**src/rtl/gf180mcu_fd_sc_mcu7t5v0__nor2_bist_ctrl.sv**
```systemverilog
// Built-in self-test controller for a 2-input NOR cell.
// Applies the exhaustive Gray-ordered vector set {A2,A1} = 00,01,11,10 for
// N_ITER passes. Each vector is held SETTLE+1 cycles, and then ZN is compared
// against ~(A1|A2). The controller records a saturating mismatch count and
// the first failing vector, and reports pass/fail at the end of the run.
// Ports:
//   CLK       clock, rising edge
//   RN        synchronous reset, active-low (aborts a run, no DONE)
//   START     start request, honoured only while idle
//   DRV_A1/2  registered drives to the cell under test
//   SMP_ZN    cell output, sampled at the end of each vector slot
//   BUSY      run in progress
//   DONE      one-cycle end-of-run pulse
//   PASS      last run had zero mismatches
//   ERR_CNT   saturating mismatch count
//   FAIL_VLD  at least one mismatch in this run
//   FAIL_VEC  {A2,A1} of the first mismatching vector
module gf180mcu_fd_sc_mcu7t5v0__nor2_bist_ctrl #(
  parameter int unsigned N_ITER = 1,
  parameter int unsigned SETTLE = 0,
  parameter int unsigned ERR_W  = 8
) (
  input  logic             CLK,
  input  logic             RN,
  input  logic             START,
  output logic             DRV_A1,
  output logic             DRV_A2,
  input  logic             SMP_ZN,
  output logic             BUSY,
  output logic             DONE,
  output logic             PASS,
  output logic [ERR_W-1:0] ERR_CNT,
  output logic             FAIL_VLD,
  output logic [1:0]       FAIL_VEC
);

  localparam int unsigned SLOT_W = (SETTLE > 0) ? $clog2(SETTLE + 1) : 1;
  localparam int unsigned ITER_W = (N_ITER > 1) ? $clog2(N_ITER) : 1;
  localparam logic [ERR_W-1:0] ERR_MAX = '1;

  typedef enum logic [1:0] {IDLE, RUN, FIN} state_t;

  state_t              state_q, state_d;
  logic [SLOT_W-1:0]   slot_q, slot_d;
  logic [1:0]          vidx_q, vidx_d;
  logic [ITER_W-1:0]   iter_q, iter_d;
  logic [1:0]          drv_q, drv_d;
  logic                busy_q, busy_d;
  logic                done_q, done_d;
  logic                pass_q, pass_d;
  logic [ERR_W-1:0]    err_q, err_d;
  logic                fvld_q, fvld_d;
  logic [1:0]          fvec_q, fvec_d;

  // Vector index -> Gray-ordered {A2,A1}: 0->00, 1->01, 2->11, 3->10
  function automatic logic [1:0] gray_vec(input logic [1:0] idx);
    return {idx[1], idx[1] ^ idx[0]};
  endfunction

  logic slot_end_c, last_c, expect_zn_c, mismatch_c;

  always_comb begin
    slot_end_c  = (slot_q == SLOT_W'(SETTLE));
    last_c      = (vidx_q == 2'd3) && (iter_q == ITER_W'(N_ITER - 1));
    // Only vector 00 drives ZN high on a good NOR cell
    expect_zn_c = (vidx_q == 2'd0);
    // Case inequality so that an unknown ZN is treated as a mismatch
    mismatch_c  = (SMP_ZN !== expect_zn_c);
  end

  // Next-state and registered-output logic
  always_comb begin
    state_d = state_q;
    slot_d  = slot_q;
    vidx_d  = vidx_q;
    iter_d  = iter_q;
    drv_d   = drv_q;
    busy_d  = busy_q;
    done_d  = 1'b0;
    pass_d  = pass_q;
    err_d   = err_q;
    fvld_d  = fvld_q;
    fvec_d  = fvec_q;

    unique case (state_q)
      IDLE: begin
        drv_d  = 2'b00;
        busy_d = 1'b0;
        if (START) begin
          state_d = RUN;
          slot_d  = '0;
          vidx_d  = 2'd0;
          iter_d  = '0;
          drv_d   = gray_vec(2'd0);
          busy_d  = 1'b1;
          pass_d  = 1'b0;
          err_d   = '0;
          fvld_d  = 1'b0;
          fvec_d  = 2'b00;
        end
      end

      RUN: begin
        if (slot_end_c) begin
          slot_d = '0;
          if (mismatch_c) begin
            err_d = (err_q == ERR_MAX) ? err_q : err_q + ERR_W'(1);
            if (!fvld_q) begin
              fvld_d = 1'b1;
              fvec_d = gray_vec(vidx_q);
            end
          end
          vidx_d = vidx_q + 2'd1;
          if (vidx_q == 2'd3) begin
            iter_d = iter_q + ITER_W'(1);
          end
          if (last_c) begin
            state_d = FIN;
            iter_d  = '0;
            drv_d   = 2'b00;
            busy_d  = 1'b0;
            done_d  = 1'b1;
            // Includes the final sample's outcome
            pass_d  = (err_d == '0);
          end else begin
            drv_d = gray_vec(vidx_q + 2'd1);
          end
        end else begin
          slot_d = slot_q + SLOT_W'(1);
        end
      end

      FIN: begin
        state_d = IDLE;
      end

      default: begin
        state_d = IDLE;
      end
    endcase
  end

  // State and output registers with synchronous active-low reset
  always_ff @(posedge CLK) begin
    if (!RN) begin
      state_q <= IDLE;
      slot_q  <= '0;
      vidx_q  <= 2'd0;
      iter_q  <= '0;
      drv_q   <= 2'b00;
      busy_q  <= 1'b0;
      done_q  <= 1'b0;
      pass_q  <= 1'b0;
      err_q   <= '0;
      fvld_q  <= 1'b0;
      fvec_q  <= 2'b00;
    end else begin
      state_q <= state_d;
      slot_q  <= slot_d;
      vidx_q  <= vidx_d;
      iter_q  <= iter_d;
      drv_q   <= drv_d;
      busy_q  <= busy_d;
      done_q  <= done_d;
      pass_q  <= pass_d;
      err_q   <= err_d;
      fvld_q  <= fvld_d;
      fvec_q  <= fvec_d;
    end
  end

  assign DRV_A1   = drv_q[0];
  assign DRV_A2   = drv_q[1];
  assign BUSY     = busy_q;
  assign DONE     = done_q;
  assign PASS     = pass_q;
  assign ERR_CNT  = err_q;
  assign FAIL_VLD = fvld_q;
  assign FAIL_VEC = fvec_q;

endmodule
```
**config.mk**
```make
export PLATFORM = sky130hd
export DESIGN_NAME = gf180mcu_fd_sc_mcu7t5v0__nor2_bist_ctrl
export DESIGN_NICKNAME = d
export VERILOG_FILES = /design/src/rtl/gf180mcu_fd_sc_mcu7t5v0__nor2_bist_ctrl.sv
export SDC_FILE = /design/constraint.sdc
export NUM_CORES = 1
export LEC_CHECK = 0
export CAP_MARGIN = 20
export CORE_MARGIN = 4
export CORE_UTILIZATION = 45
export DETAILED_ROUTE_END_ITERATION = 10
export PLACE_DENSITY = 0.7
export SLEW_MARGIN = 20
export SYNTH_ARGS = -nofsm -noshare
export SYNTH_HDL_FRONTEND = slang
export SYNTH_SLANG_ARGS = --single-unit
```
**constraint.sdc**
```tcl
create_clock -name CLK -period 2.2 [get_ports CLK]
set_clock_uncertainty 0.15 [all_clocks]
set_input_delay 0.55 -clock CLK [delete_from_list [all_inputs] [get_ports CLK]]
set_output_delay 0.55 -clock CLK [all_outputs]
set_load 0.005 [all_outputs]
```
Word level (Yosys, flattened, before mapping)
Cells that the tools add are included.
{"block": "op_classes", "n_bitwise": 5, "reduce_logical": 15, "n_mux": 39, "n_addsub": 4, "n_eq_ne": 10}
{"op": "$mux 8", "count": 6}
{"op": "$mux 2", "count": 10}
{"op": "$pmux 2 s2", "count": 4}
{"op": "$pmux 8 s2", "count": 1}
{"op": "$mux 1", "count": 13}
{"op": "$reduce_and 4->1", "count": 3}
{"op": "$ne 2x2->1 const B", "count": 5}
{"op": "$pmux 1 s2", "count": 5}
{"op": "$reduce_and 3->1", "count": 3}
{"op": "$add 8x1->8 const B", "count": 1}
{"op": "$eq 8x8->1 const B", "count": 1}
{"op": "$logic_not 8->1", "count": 1}
{"op": "$reduce_and 5->1", "count": 1}
{"op": "$logic_not 2->1", "count": 2}
{"op": "$reduce_and 2->1", "count": 2}
{"op": "$ne 3x3->1 const B", "count": 1}
{"op": "$not 1->1", "count": 3}
{"op": "$reduce_or 3->1", "count": 1}
{"op": "$add 1x1->1 const B", "count": 2}
{"op": "$add 2x1->2 const B", "count": 1}
{"op": "$eq 2x1->1 const B", "count": 1}
{"op": "$eq 2x2->1 const B", "count": 1}
{"op": "$reduce_bool 2->1", "count": 1}
{"op": "$xor 1x1->1", "count": 2}
{"op": "other kinds (2)", "count": 2}
{"block": "word_totals", "wordCells": 84, "reg_bits": 22, "out_inout_bits": 16}

Depth between registers and ports, before layout
{"block": "depth", "ltp_word": 9, "ltp_mapped": 7, "depth_no_buf": 7}

Worst setup path before layout
No wires, ideal clock.
{"block": "synth_path", "path_type": "reg-to-reg", "start": "register err_q[0], in the netlist ERR_CNT[0]", "end": "register pass_q, in the netlist PASS", "t_required_ns": 1.966, "stages_incl_launch_ff": 8, "synth_period_minus_slack_ns": 1.936, "t_arrival_ns": 1.702, "setup_slack_ns": 0.264, "n_path_buf": 1, "path_cell_list": "dfxtp_1 ha_1 clkbuf_2 nand4_2 o21a_1 nand3b_1 a2bb2o_4 o31ai_2"}
{"block": "synth_via", "elab_chain_cells": 9, "elab_cells_between_ends": 10, "classes_between": "add/sub (1); eq/ne (1); mux (7); reduce/logical (1)"}
{"item": "from (decl)", "line_no": "51", "rtl": "logic [ERR_W-1:0] err_q, err_d;"}
{"item": "from (signal assigned)", "line_no": "166", "rtl": "err_q <= err_d;"}
{"item": "$add 8x1->8 or $eq 8x8->1 (tied branches)", "line_no": "107", "rtl": "err_d = (err_q == ERR_MAX) ? err_q : err_q + ERR_W'(1);"}
{"item": "$mux 8", "line_no": "107"}
{"item": "$mux 8 *", "line_no": "106", "rtl": "if (mismatch_c) begin"}
{"item": "$mux 8 *", "line_no": "104", "rtl": "if (slot_end_c) begin"}
{"item": "$mux 8 *", "line_no": "85", "rtl": "unique case (state_q)"}
{"item": "$logic_not 8->1 *", "line_no": "124", "rtl": "pass_d = (err_d == '0);"}
{"item": "$mux 1 *", "line_no": "117", "rtl": "if (last_c) begin"}
{"item": "$mux 1 *", "line_no": "104"}
{"item": "$pmux 1 s2 *", "line_no": "85"}
{"item": "to (signal assigned)", "line_no": "165", "rtl": "pass_q <= pass_d;"}
{"item": "to (decl)", "line_no": "50", "rtl": "logic pass_q, pass_d;"}
Every way passes the cells marked *; elsewhere a longest branch is shown, timed or not. The select of a mux whose other input is x is not followed.
A chain may end at the register's enable or synchronous reset.

Worst setup path after layout
{"block": "layout_path", "start": "register err_q[7], in the netlist ERR_CNT[7]", "end": "output ERR_CNT[7]"}
{"item": "to (decl)", "line_no": "32", "rtl": "output logic [ERR_W-1:0] ERR_CNT,"}
No word-level cell between the ends.

==> summary.txt <==
Run status
  • Status: finished clean

Clock network
  • CTS root buffer: clkbuf_4
  • Maximum root-to-sink buffer count: 2
  • CTS tree: built
  • Worst-path clk slew: 0.12 ns
  • Clock sink count: 21
  • CTS resizes: 0
  • H-tree depth: 1
  • Worst skew pair latency: 0.31 ns
  • Total CTS buffers: 3
  • Setup bufs post-CTS: 0
  • # hold bufs at CTS: 0

Die
  • IO Count: 20
  • Core Region: 2477 sq um
  • Die Ht: 59.10 microns
  • Die ar.: 3492 sq um
  • Starting Density: 47.42%
  • Die Span X: 59.10 microns
  • Site Rows: 18

Synth
  • Dominant cell type by area after synthesis: dfxtp_1
  • Synth cell types: 40
  • Yosys reg bits: 21
  • Sequential fraction of the synthesis area: 35.78%
  • Number of enable flip-flop cells after synthesis: 0
  • Area contributors post-synth: dfxtp_1, o21ai_0, nor2b_1
  • Post-Syn Area: 1175 sq um
  • FFs w/ async S/R, synth: 0%
  • Top cell type's share of synthesized area: 35.78%
  • Mapped Nets: 148
  • Yosys warning total: 0
  • Cells after Synth: 141
  • Avg Cell Area, Syn: 8.332 sq um
  • Predominant post-synthesis flop cell: dfxtp_1

Final layout
  • Layout Area Growth over Synthesis: 25.03%
  • Layout cells sized above 1: 13.86%
  • Fin nets: 174
  • Non-Filler Instances: 196
  • Final core utilization: 59.29%
  • # diodes: 0

Timing
  • Hold Violations, Final: 0
  • Final TNS setup: 0 ns
  • Least-Margin Pin Slew: 0.3708 ns
  • RSZ-0062 raised after global routing: false
  • Final-report max-slew violation count: 0
  • Achievable Freq: 472.1 MHz
  • Slew HR: 75.25%
  • Crit path time final: 2.118 ns
  • Period utilization: 96.27%
  • Final setup vio count: 0
  • Hold WS: 0.3069 ns

Worst setup path
  • CP Buf/Inv Count: 1
  • Maximum net fanout on the critical path: 9
  • Worst Setup Start Kind: flip-flop
  • CP cell instances: clkdlybuf4s50_1
  • Worst R2R Path Depth: 7
  • Flop2flop setup slack: 0.16 ns
  • Worst r2r src: vidx_q[0]
  • CP top delay family: buffers and inverters
  • Crit end category: primary output
  • Setup crit end: ERR_CNT[7]
  • Slowest CP cell: clkdlybuf4s50_1
  • Worst path required time: 1.50 ns
  • Worst R2R End: PASS
  • Setup CP Type: reg -> out
  • WP data arrival: 1.42 ns
  • Worst setup startpoint: ERR_CNT[7]
  • CP max stage delay: 0.57 ns
  • Critical Path Stages: 1

Global routing
  • Largest net degree at the start of global routing: 22
  • GR Util All Layers: 17.92%
  • Number of global-route vias before repair: 1078
  • Grt ovf: 0
  • First-pass GRT wire length: 4.809 mm
  • Initial antenna violation count: 0

Pwr
  • LEAKAGE: 0.5606 nW
  • Sw frac: 26.53%
  • Combinational share of power: 17.1%
  • Pwr dens: 484.8 nW/um^2
  • Share of power burned in registers: 56.1%
  • Clock group share of total power: 26.8%
  • Pint: 0.5233 mW
  • Psw: 0.1889 mW
  • Peak VDD IR: 0.3555 mV

Placed design
  • GPL Wtd Cong: 0.9088
  • IO buf count: 19
  • Post-DP HPWL: 2.037 mm
  • Placed insts: 192

Routing
  • Wirelength per Cell: 14.23 microns
  • # DRC: 0
  • Vias per inst: 5.607
  • Initial DRT Pass Iterations: 4
  • Vias: 1099
  • Initial DRC count: 67
  • ANT nets after route: 0
  • DRT Wirelength: 2.789 mm

Min path
  • Worst Hold Class: reg -> reg

Run
  • Max Cap Viol: 0
[worst min-delay path: stages, from the launching register on]
cell,delay [ns]
dfxtp_1,0.34
nand2_1,0.05
nor2_1,0.04
[power groups by stage]
stage          registers [mW]  logic [mW]  clock network [mW]
5_1_grt                 0.402       0.134               0.217
2_1_floorplan           0.407      0.0695                   0
4_1_cts                 0.400       0.121               0.200
6_report                0.400       0.122               0.191
3_3_place_gp            0.408       0.120                   0
3_5_place_dp            0.408       0.121                   0
[layout make-up]
class,instances,area (sq um)
inverter,4,15.01
multi-input combinational,107,696.9
sequential,21,420.4
timing repair buffer,30,272.8
fill,246,1008
clock buffer,4,26.28
tap,30,37.54
[synth_stat cells (all sizes together), types with 2 or more instances]
cell,count
a21oi,7
a22oi,2
a31oi,2
a41oi,2
and2,2
and3,7
buf,4
clkbuf,5
dfxtp,21
ha,3
inv,4
mux2i,3
nand2,8
nand2b,2
nand3,10
nand4,2
nor2,9
nor2b,11
nor3,4
nor3b,2
o21ai,14
o221a,2
o31ai,3
xnor2,2
[flip-flops by register name, summed over array words and instances, names as in the netlist]
register / count
vidx_q: 2
drv_q: 2
FAIL_VEC: 2
BUSY: 1
ERR_CNT: 8
DONE: 1
FAIL_VLD: 1
PASS: 1
state_q: 2
iter_q: 1
[metal layers]
layer	GRT usage (%)	part of all wire, %
met1	24.63	46
met2	27.44	45
met3	1.961	6.6
met4	9.385	1.7
met5	0	0
[placed cells by master (no fill, tap or decap), drive strengths merged, types with 2 or more instances in the layout]
cell           instances
nand2b                 2
clkbuf                 4
dfxtp                 21
nand4                  2
nand3                 10
nor2                   9
nor3                   4
and3                   7
ha                     3
and2                   2
nor3b                  2
buf                   11
a41oi                  2
a31oi                  2
xnor2                  2
o221a                  2
mux2i                  3
nor2b                 11
a21oi                  7
inv                    4
o21ai                 14
o31ai                  3
a22oi                  2
nand2                  8
clkdlybuf4s50         19
[worst min-delay path by stage]
stage / startpoint / to / slack (ns) / depth (start not counted)
3_3_place_gp: iter_q / iter_q / 0.27 / 2
5_1_grt: iter_q / iter_q / 0.34 / 2
3_5_place_dp: iter_q / iter_q / 0.29 / 2
4_1_cts: iter_q / iter_q / 0.31 / 2
2_1_floorplan: iter_q / iter_q / 0.27 / 2
6_report: iter_q / iter_q / 0.31 / 2
[through the flow]
step	setup slack [ns]	area (sq um)	power, mW
2_1_floorplan	0.2638	1175	0.4765
3_3_place_gp	-0.1166	1443	0.5278
3_5_place_dp	-0.1685	1443	0.5294
4_1_cts	0.08497	1469	0.7214
5_1_grt	0.01092	1469	0.7540
6_report	0.08199	1469	0.7122
[kinds of logic after synthesis]
group | count (synthesis) | synth area share, %
AO/OA/AOI/OAI | 38 | 22.04
XOR/XNOR | 3 | 2.876
adder cells (fa/ha/maj) | 3 | 3.195
buffers and inverters | 13 | 4.898
flip-flops | 21 | 35.78
multiplexers | 3 | 2.556
AND/OR/NAND/NOR | 60 | 28.65
(Power assumes the default switching activity.)
